File: config.mk
export PLATFORM = sky130hd
export DESIGN_NAME = pos_cell_access_ctrl
export DESIGN_NICKNAME = d
export VERILOG_FILES = /design/src/rtl/pos_cell_access_ctrl.sv
export SDC_FILE = /design/constraint.sdc
export NUM_CORES = 1
export LEC_CHECK = 0
export ABC_AREA = 0
export BUFFER_PORTS_ARGS = -buffer_cell sky130_fd_sc_hd__buf_4
export CAP_MARGIN = 10
export CORE_AREA = 2 2 164 166
export DETAILED_ROUTE_END_ITERATION = 6
export DIE_AREA = 0 0 166 168
export PLACE_DENSITY = 0.61
export SLEW_MARGIN = 40
export SYNTH_ARGS = -nofsm -noshare
export SYNTH_HDL_FRONTEND = slang
export SYNTH_SLANG_ARGS = --single-unit
File: constraint.sdc
create_clock -name clk -period 2.7 [get_ports clk]
set_input_delay 0.27 -clock clk [delete_from_list [all_inputs] [get_ports clk]]
set_output_delay 0.27 -clock clk [all_outputs]
set_load 0.1 [all_outputs]
File: src/rtl/pos_cell_access_ctrl.sv
// Single-owner port controller for one per-cell position RAM: streams a whole
// cell (count word, then words 1..N) to the force reader, and grants motion-update writes when idle.
module pos_cell_access_ctrl #(
  parameter int DATA_WIDTH   = 96,
  parameter int PARTICLE_NUM = 220,
  parameter int ADDR_WIDTH   = 8
) (
  input  logic                  clk,
  input  logic                  rst_n,
  input  logic                  rd_start,
  output logic                  rd_busy,
  output logic                  rd_out_valid,
  output logic [DATA_WIDTH-1:0] rd_out_data,
  output logic                  rd_out_last,
  output logic                  rd_done,
  output logic [ADDR_WIDTH-1:0] rd_count,
  input  logic                  wr_req,
  input  logic [ADDR_WIDTH-1:0] wr_addr,
  input  logic [DATA_WIDTH-1:0] wr_data,
  output logic                  wr_grant,
  output logic [ADDR_WIDTH-1:0] mem_address,
  output logic [DATA_WIDTH-1:0] mem_data,
  output logic                  mem_rden,
  output logic                  mem_wren,
  input  logic [DATA_WIDTH-1:0] mem_q
);

  typedef enum logic [2:0] {
    IDLE,
    RD_CNT,
    RD_WAIT,
    RD_STREAM,
    RD_DRAIN
  } state_t;

  localparam logic [ADDR_WIDTH-1:0] MAX_CNT = ADDR_WIDTH'(PARTICLE_NUM - 1);

  state_t                state;
  logic                  wait_cnt;
  logic [ADDR_WIDTH-1:0] rd_ptr;
  logic [ADDR_WIDTH-1:0] next_ptr;
  logic [ADDR_WIDTH-1:0] cnt_raw;
  logic [ADDR_WIDTH-1:0] cnt_clamped;
  // Tags travelling with the read on the RAM port, then two stages to meet mem_q
  logic                  issue_stream;
  logic                  issue_last;
  logic                  valid_s1;
  logic                  last_s1;

  assign wr_grant    = wr_req & (state == IDLE) & ~rd_start;
  assign rd_out_data = mem_q;
  assign next_ptr    = rd_ptr + 1'b1;

  always_comb begin
    cnt_raw     = mem_q[ADDR_WIDTH-1:0];
    cnt_clamped = (cnt_raw > MAX_CNT) ? MAX_CNT : cnt_raw;
  end

  always_ff @(posedge clk) begin
    if (!rst_n) begin
      state        <= IDLE;
      wait_cnt     <= 1'b0;
      rd_ptr       <= '0;
      issue_stream <= 1'b0;
      issue_last   <= 1'b0;
      valid_s1     <= 1'b0;
      last_s1      <= 1'b0;
      rd_busy      <= 1'b0;
      rd_out_valid <= 1'b0;
      rd_out_last  <= 1'b0;
      rd_done      <= 1'b0;
      rd_count     <= '0;
      mem_address  <= '0;
      mem_data     <= '0;
      mem_rden     <= 1'b0;
      mem_wren     <= 1'b0;
    end else begin
      mem_rden     <= 1'b0;
      mem_wren     <= 1'b0;
      issue_stream <= 1'b0;
      issue_last   <= 1'b0;
      valid_s1     <= issue_stream;
      last_s1      <= issue_last;
      rd_out_valid <= valid_s1;
      rd_out_last  <= last_s1;
      // Completion follows the last beat; the empty-cell case overrides below
      rd_done      <= last_s1;

      case (state)
        IDLE: begin
          if (rd_start) begin
            state       <= RD_CNT;
            rd_busy     <= 1'b1;
            mem_rden    <= 1'b1;
            mem_address <= '0;
          end else if (wr_req) begin
            mem_wren    <= 1'b1;
            mem_address <= wr_addr;
            mem_data    <= wr_data;
          end
        end

        RD_CNT: begin
          state    <= RD_WAIT;
          wait_cnt <= 1'b0;
        end

        RD_WAIT: begin
          if (!wait_cnt) begin
            wait_cnt <= 1'b1;
          end else begin
            rd_count <= cnt_clamped;
            if (cnt_clamped == '0) begin
              rd_done <= 1'b1;
              state   <= RD_DRAIN;
            end else begin
              state        <= RD_STREAM;
              rd_ptr       <= ADDR_WIDTH'(1);
              mem_rden     <= 1'b1;
              mem_address  <= ADDR_WIDTH'(1);
              issue_stream <= 1'b1;
              issue_last   <= (cnt_clamped == ADDR_WIDTH'(1));
            end
          end
        end

        RD_STREAM: begin
          if (rd_ptr == rd_count) begin
            state <= RD_DRAIN;
          end else begin
            rd_ptr       <= next_ptr;
            mem_rden     <= 1'b1;
            mem_address  <= next_ptr;
            issue_stream <= 1'b1;
            issue_last   <= (next_ptr == rd_count);
          end
        end

        RD_DRAIN: begin
          if (rd_done) begin
            state   <= IDLE;
            rd_busy <= 1'b0;
          end
        end

        default: begin
          state   <= IDLE;
          rd_busy <= 1'b0;
        end
      endcase
    end
  end

endmodule

### After elaboration in Yosys (flattened, before gate mapping)

Cells that the tools add are included.

* word-level logic and storage cells: 83
* register bits: 134
* input bits: 204
* output and inout port bits: 215

* bitwise logic cells: 6
* reductions and logical operators: 13
* muxes and demuxes: 32
* eq/ne operators: 14
* $add $sub $neg: 1
* $lt $le $gt $ge: 1

Operators with widths (count)
* 8-bit 2-to-1 mux: 6
* 8-bit case mux with 3 select lines: 1
* 8-bit == test: 2
* 8-bit case mux with 2 select lines: 1
* 3-bit 2-to-1 mux: 5
* 3-bit case mux with 5 select lines: 1
* 1-bit 2-to-1 mux: 13
* 2-bit inequality test, second input constant: 6
* 8-bit by 1-bit adder with 8-bit output, second input constant: 1
* 8-bit by 1-bit == test with 1-bit output, second input constant: 1
* 8-bit > comparator, second input constant: 1
* 8-bit logical NOT: 1
* 4-bit AND reduction: 2
* 3-bit by 2-bit == test with 1-bit output, second input constant: 2
* 1-bit case mux with 2 select lines: 3
* 1-bit case mux with 3 select lines: 2
* 3-bit AND reduction: 2
* 3-bit OR reduction: 2
* 5-bit AND reduction: 1
* 1-bit NOT: 4
* 2-bit nonzero test: 2
* 3-bit by 1-bit == test with 1-bit output, second input constant: 1
* 3-bit == test, second input constant: 1
* 3-bit logical NOT: 1
* other kinds (4): 5

### Logic depth before layout (Yosys ltp)

Gate-level depths: netlist of the first run.

* depth after elaboration: 6
* mapped depth: 8
* depth with buffers taken out: 6

### Worst setup path before layout of the first run

OpenSTA, ideal clock, no wires.

* kind: reg2reg
* from: register rd_count[5]
* to: register mem_address[2]
* clock period less this slack: 2446 ps
* data required time: 2566 ps
* path buffers: 1
* slack: 254 ps
* stages on the path, launching flop included: 7
* library setup time: 134 ps
* arrival time: 2312 ps
* cell sequence: dfxtp_1 -> xor2_1 -> or4_4 -> o21ba_2 -> buf_6 -> nor3_1 -> a211oi_1

* word-level cells in the longest chain between the ends: 3

Ends and longest elaborated chain
* start: declaration: RTL line 16 `output logic [ADDR_WIDTH-1:0] rd_count,`
* start signal: assignment: RTL line 112 `rd_count <= cnt_clamped;`
* 8-bit == test: RTL line 128 `if (rd_ptr == rd_count) begin`
* 2-bit inequality test (no source line)
* 5-bit AND reduction (no source line)
* end signal: assignment: RTL line 98 `mem_address <= wr_addr;`
* end signal: assignment: RTL line 133 `mem_address <= next_ptr;`
* end: declaration: RTL line 21 `output logic [ADDR_WIDTH-1:0] mem_address,`

Every way passes these cells.
A chain may end at the register's enable or synchronous reset.

### Final worst setup path of the first run

* from: register state[0]
* to: output wr_grant

* word-level cells in the longest chain between the ends: 3

Ends and longest elaborated chain
* start: declaration: RTL line 38 `state_t state;`
* start signal: assignment: RTL line 61 `state <= IDLE;`
* start signal: assignment: RTL line 92 `state <= RD_CNT;`
* start signal: assignment: RTL line 104 `state <= RD_WAIT;`
* 3-bit logical NOT: RTL line 50 `assign wr_grant = wr_req & (state == IDLE) & ~rd_start;`
* 1-bit AND (2 in series): RTL line 50
* end: declaration: RTL line 20 `output logic wr_grant,`

Every way passes these cells.

==> results of run 1 <==
[state kept, by name, summed over array words and instances, names as in the netlist]
| name | flops |
|---|---|
| issue_last | 1 |
| issue_stream | 1 |
| last_s1 | 1 |
| mem_address | 8 |
| mem_data | 96 |
| mem_rden | 1 |
| mem_wren | 1 |
| rd_busy | 1 |
| rd_count | 8 |
| rd_done | 1 |
| rd_out_last | 1 |
| rd_out_valid | 1 |
| rd_ptr | 8 |
| state | 3 |
| valid_s1 | 1 |
| wait_cnt | 1 |
[stage by stage]
step	total power, mW	setup slack (ns)
CTS	6.126	0.2867
global route	6.268	0.1785
detailed placement	3.608	0.4245
global placement	3.600	0.4537
finish	6.021	0.3584
floorplan	3.826	0.2544
[per-layer routing]
metal  vias up  GRT usage [%]  wire length [µm]
met5         -              0                 0
met4         0          6.730               668
met3        53          4.419              1341
met2       199          19.79              8058
met1      2392          15.05              7789
li1       2591              -                 -
[where the power goes]
group	switching [mW]	internal, mW
clock network	0.923	1.54
logic	1.06	0.354
registers	0.0629	2.08
total	2.04	3.98
[path summary, 6_finish.rpt]
| check | end | start | cells after the start |
|---|---|---|---|
| min reg2reg | valid_s1 | issue_stream | 1 |
| max | wr_grant | state[0] | 5 |
| max reg2reg | issue_last | rd_ptr[0] | 6 |
| min | mem_data[57] | wr_data[57] | 3 |
[Yosys cell counts (4+ instances only)]
cell / instances
a211oi_1: 6
a21oi_1: 111
and2_1: 6
buf_2: 5
buf_4: 99
buf_6: 5
clkbuf_1: 32
dfxtp_1: 134
inv_1: 9
nand2_1: 210
nand3_1: 7
nor2_1: 9
nor3_1: 10
o21a_1: 5
o21ai_0: 6
o221a_2: 4
o32a_1: 5
or4_4: 4
xnor2_1: 6
xor2_1: 12
[cell type report]
| type | instances | area, µm² |
|---|---|---|
| sequential | 134 | 2683 |
| clock buffer | 19 | 432.9 |
| fill | 2800 | 18320 |
| clock inverter | 12 | 177.7 |
| tap | 341 | 426.7 |
| multi-input combinational | 448 | 2352 |
| timing repair buffer | 250 | 1914 |
| inverter | 11 | 45.04 |
[critical path, delay by kind of cell (launching register included)]
| kind | cells | cell delay [ns] |
|---|---|---|
| buffers and inverters | 3 | 0.82 |
| flip-flops | 1 | 0.63 |
| AND/OR/NAND/NOR | 2 | 0.20 |
[layout by cell type (no fill, tap or decap), types with 4 or more instances in the layout]
| cell | synthesis | layout |
|---|---|---|
| o21a_1 | 5 | 5 |
| clkinv_2 | 0 | 4 |
| o32a_1 | 5 | 5 |
| o221a_2 | 4 | 4 |
| nor2_1 | 9 | 9 |
| clkbuf_16 | 0 | 17 |
| dfxtp_1 | 134 | 134 |
| bufinv_16 | 0 | 4 |
| xor2_1 | 12 | 12 |
| xnor2_1 | 6 | 6 |
| and2_1 | 6 | 6 |
| a21oi_1 | 111 | 111 |
| nor3_1 | 10 | 10 |
| or4_4 | 4 | 4 |
| a211oi_1 | 6 | 6 |
| inv_1 | 9 | 9 |
| nand3_1 | 7 | 6 |
| o21ai_0 | 6 | 6 |
| nand2_1 | 210 | 210 |
| buf_4 | 99 | 247 |
[cell families after synthesis]
group           count (synthesis)
compound gates                157
xor+xnor                       19
fa+ha+maj                       1
buf+inv                       153
flops                         134
mux                             3
simple gates                  268
==> run metrics, run 1 <==
total CTS buffers 17; Starting Density 22.82%; Setup Viol. Count Final 0; EDFF count, synth 0; clock-pin slew on the worst setup and hold paths 0.07 ns; post-synthesis sequential area ratio 44.61%; syn avg cell area 8.181 µm²; crit-path most repeated cell buf_4; Period Utilization, post-route 86.73%; hold_ws 0.09669 ns; post-synth cell types 53; post-synthesis mux area share 0.5410%; HPWL after DPL 12670 µm; htree depth 4; # rows 60; Adder-Cell Fraction of Synth Area 0.2081%; Compound-Gate Fraction of Synth Area 15.81%; RSZ-0062 raised after global routing no; hold buffer count at CTS 0; Post-Synth XOR/XNOR Area 3.038%; setup_tns 0 ns; WL final 17860 µm; clk sink count 134; r2r setup slk 0.38 ns; fin cells 1215; drt pass-1 iters 4; share of cells above drive strength 1 34.78%; CP Cell Sequence nor3_1, buf_4, nand3_4, clkinv_2, buf_4; area delta synth->final 33.56%; full die area 0.02789 mm²; GRT Total Usage 12.56%; Worst-Margin Slew 0.7031 ns; Mapped Area 0.006013 mm²; largest family of logic cells by synthesized area simple AND/OR/NAND/NOR gates; Post-Syn Instances 735; Post-Synth Simple-Gate Area 19.31%; synthesized flop and latch total 134; DR vias/cell 4.309; class of the tightest hold or removal check in -> reg; initial antenna violation count 0; Post CTS Setup Buffer Count 0; number of top-level pins 419; critical path endpoint category output pin; WP data required 2.43 ns; status finished clean; DIE WIDTH 166 µm; Max Freq 427.1 MHz; ys flop type dfxtp_1; IO buf count 242; drt drc 0; First DRT Iteration DRCs 326; worst-path maximum fanout 18; Post-Place Cell Area 0.007421 mm²; Ys Warns 0; Worst Path Arrival 2.07 ns; critical path type reg -> out; die height 168 µm; vias in the first global route 5204; Startpoint Class register; Lkg Pwr 3.396 nW; power per standard cell area 749.6 mW/mm²; Max VDD drop 359.0 µV; Slew headroom 53.13%; Final Core Density 30.48%; Yosys top cell area share 44.61%; Crit path largest cell delay 0.63 ns; Synth async-reset ratio 0%; largest net degree at the start of global routing 60; # nets final 1067; dpl cells 1184; post-route ant nets 0; fin area 0.008031 mm²; n_diodes 0; CTS Buffer Depth 2; TritonCTS clock tree yes; core area 0.02635 mm²; Area contributors post-synth dfxtp_1, nand2_1, buf_4; Root Buffer clkbuf_16; clock latency on the worst-skew pair 0.41 ns; Resized Gates After CTS 0; clk_skew 0.01210 ns; DR vias 5235; first-pass GRT wire length 27760 µm; Final Wtd Congestion 0.8019; WL per Instance 14.70 µm; gr ovfl total 0; final hold viol count 0; Max-Cap Viols 0; Syn Nets 940; Max Slew Vio Count 0; Final min period 2.342 ns; slowest CP cell dfxtp_1; area leader, netlist dfxtp_1
No activity file was read; power rests on OpenSTA's default activity.
==> run 2: changes to the inputs <==
CELL_PAD_IN_SITES_DETAIL_PLACEMENT = 1   (was not set)
CELL_PAD_IN_SITES_GLOBAL_PLACEMENT = 2   (was not set)
CORE_AREA = 2 2 173 175   (was 2 2 164 166)
DIE_AREA = 0 0 175 177   (was 0 0 166 168)
PLACE_DENSITY = 0.75   (was 0.61)
==> run metrics, run 2 (same netlist as run 1, synthesis figures left out) <==
status finished clean (unchanged); clock-pin slew on the worst setup and hold paths 0.06 ns (was 0.07 ns); r2r setup slk 0.35 ns (was 0.38 ns); total CTS buffers 17 (unchanged); largest net degree at the start of global routing 98 (was 60); Worst Path Arrival 2.68 ns (was 2.07 ns); clk sink count 134 (unchanged); Final min period 2.353 ns (was 2.342 ns); Lkg Pwr 3.428 nW (was 3.396 nW); TritonCTS clock tree yes (unchanged); final hold viol count 0 (unchanged); area delta synth->final 35.77% (was 33.56%); class of the tightest hold or removal check in -> reg (unchanged); Final Wtd Congestion 0.7726 (was 0.8019); setup_tns 0 ns (unchanged); worst-path maximum fanout 8 (was 18); die height 177 µm (was 168 µm); # rows 63 (was 60); area of the multi-input gates 0.002352 mm² (unchanged); Root Buffer clkbuf_16 (unchanged); Psw 2.077 mW (was 2.042 mW); Crit path largest cell delay 0.54 ns (was 0.63 ns); worst path buffer plus inverter count 0 (was 3); Storage cell area 0.002683 mm² (unchanged); htree depth 4 (unchanged); Post CTS Setup Buffer Count 0 (unchanged); dpl cells 1236 (was 1184); Resized Gates After CTS 0 (unchanged); commonest non-fill, non-tap cells in the layout buf_4, nand2_1, dfxtp_1, a21oi_1, clkbuf_16 (unchanged); Worst-Margin Slew 0.5859 ns (was 0.7031 ns); WL final 20070 µm (was 17860 µm); most common cell after layout, fill and taps aside buf_4 (unchanged); Period Utilization, post-route 87.16% (was 86.73%); core area 0.02924 mm² (was 0.02635 mm²); WL per Instance 15.82 µm (was 14.70 µm); post-route ant nets 0 (unchanged); Startpoint Class register (unchanged); Filler cells 3465 (was 2800); Starting Density 20.56% (was 22.82%); CP Cell Sequence ha_1, nand3_1, nor2_1, xor3_2, or4_4, o41ai_2 (was nor3_1, buf_4, nand3_4, clkinv_2, buf_4); critical path endpoint category register (was output pin); share of cells above drive strength 1 35.19% (was 34.78%); Comb power frac 23.1% (was 23.4%); gr ovfl total 0 (unchanged); DIE WIDTH 175 µm (was 166 µm); vias in the first global route 5489 (was 5204); number of top-level pins 419 (unchanged); GRT Total Usage 12.95% (was 12.56%); drt drc 0 (unchanged); WP data required 3.03 ns (was 2.43 ns); Final Core Density 27.92% (was 30.48%); initial antenna violation count 0 (unchanged); DR vias 5310 (was 5235); clock latency on the worst-skew pair 0.42 ns (was 0.41 ns); Largest register FFs 96 (unchanged); clk_skew 0.008836 ns (was 0.01210 ns); Reg with most FFs mem_data (unchanged); Max Slew Vio Count 0 (unchanged); Max Freq 424.9 MHz (was 427.1 MHz); fin area 0.008164 mm² (was 0.008031 mm²); slowest CP cell or4_4 (was dfxtp_1); Largest delay share family, worst path simple AND/OR/NAND/NOR gates (was buffers and inverters); DR vias/cell 4.184 (was 4.309); first-pass GRT wire length 31060 µm (was 27760 µm); Max-Cap Viols 0 (unchanged); drt pass-1 iters 4 (unchanged); fin cells 1269 (was 1215); full die area 0.03098 mm² (was 0.02789 mm²); clock power share 42.4% (was 41.0%); Slew headroom 60.94% (was 53.13%); First DRT Iteration DRCs 218 (was 326); Post-Place Cell Area 0.007505 mm² (was 0.007421 mm²); switching share of total power 33.49% (was 33.91%); # nets final 1070 (was 1067); HPWL after DPL 14330 µm (was 12670 µm); IO buf count 242 (unchanged); RSZ-0062 raised after global routing no (unchanged); hold buffer count at CTS 0 (unchanged); power per standard cell area 759.8 mW/mm² (was 749.6 mW/mm²); CTS Buffer Depth 2 (unchanged); Seq pwr share 34.5% (was 35.6%); Setup Viol. Count Final 0 (unchanged); critical path type reg -> reg (was reg -> out); Max VDD drop 303.1 µV (was 359.0 µV); internal power 4.126 mW (was 3.979 mW)
[run 2: routing by layer]
metal	share of wire, %	global-route usage (%)	vias to the layer above
li1	-	-	2597
met1	42	14.99	2509
met2	48	20.98	152
met3	7.2	4.811	52
met4	3.7	6.597	0
met5	0	0	-
[run 2: path summary, 6_finish.rpt]
kind	start	to	cells after the start
max	rd_ptr[0]	issue_last	6
min	wr_data[35]	mem_data[35]	3
max reg2reg	rd_ptr[0]	issue_last	6
min reg2reg	valid_s1	rd_out_valid	1
[run 2: area by class of cell]
cell class                 instances  share of cell area (%)
antenna                            1                 0.03065
clock buffer                      20                   5.594
clock inverter                    12                   2.452
inverter                          11                  0.5517
multi-input combinational        448                   28.81
sequential                       134                   32.86
tap                              390                   5.977
timing repair buffer             253                   23.72
[run 2: tightest hold or removal path, delay by kind of cell]
kind                   cells  cell delay, ns
AOI/OAI and AO/OA          1            0.05
buffers and inverters      1            0.11
and+or+nand+nor            1            0.04
[run 2: power by group through the flow]
stage / logic [mW] / registers, mW / clock network [mW]
6_report: 1.43 / 2.14 / 2.63
5_1_grt: 1.51 / 2.15 / 2.82
4_1_cts: 1.45 / 2.14 / 2.72
3_5_place_dp: 1.45 / 2.18 / 0
3_3_place_gp: 1.44 / 2.18 / 0
2_1_floorplan: 0.953 / 2.87 / 0
[run 2: through the flow]
step           setup WS (ns)  hold slack, ns  total power, mW
2_1_floorplan         0.2544          0.4060            3.826
3_3_place_gp          0.4187          0.4285            3.623
3_5_place_dp          0.3575          0.4291            3.633
4_1_cts               0.3162         0.06605            6.311
5_1_grt               0.1855         0.06972            6.485
6_report              0.3466         0.08728            6.203
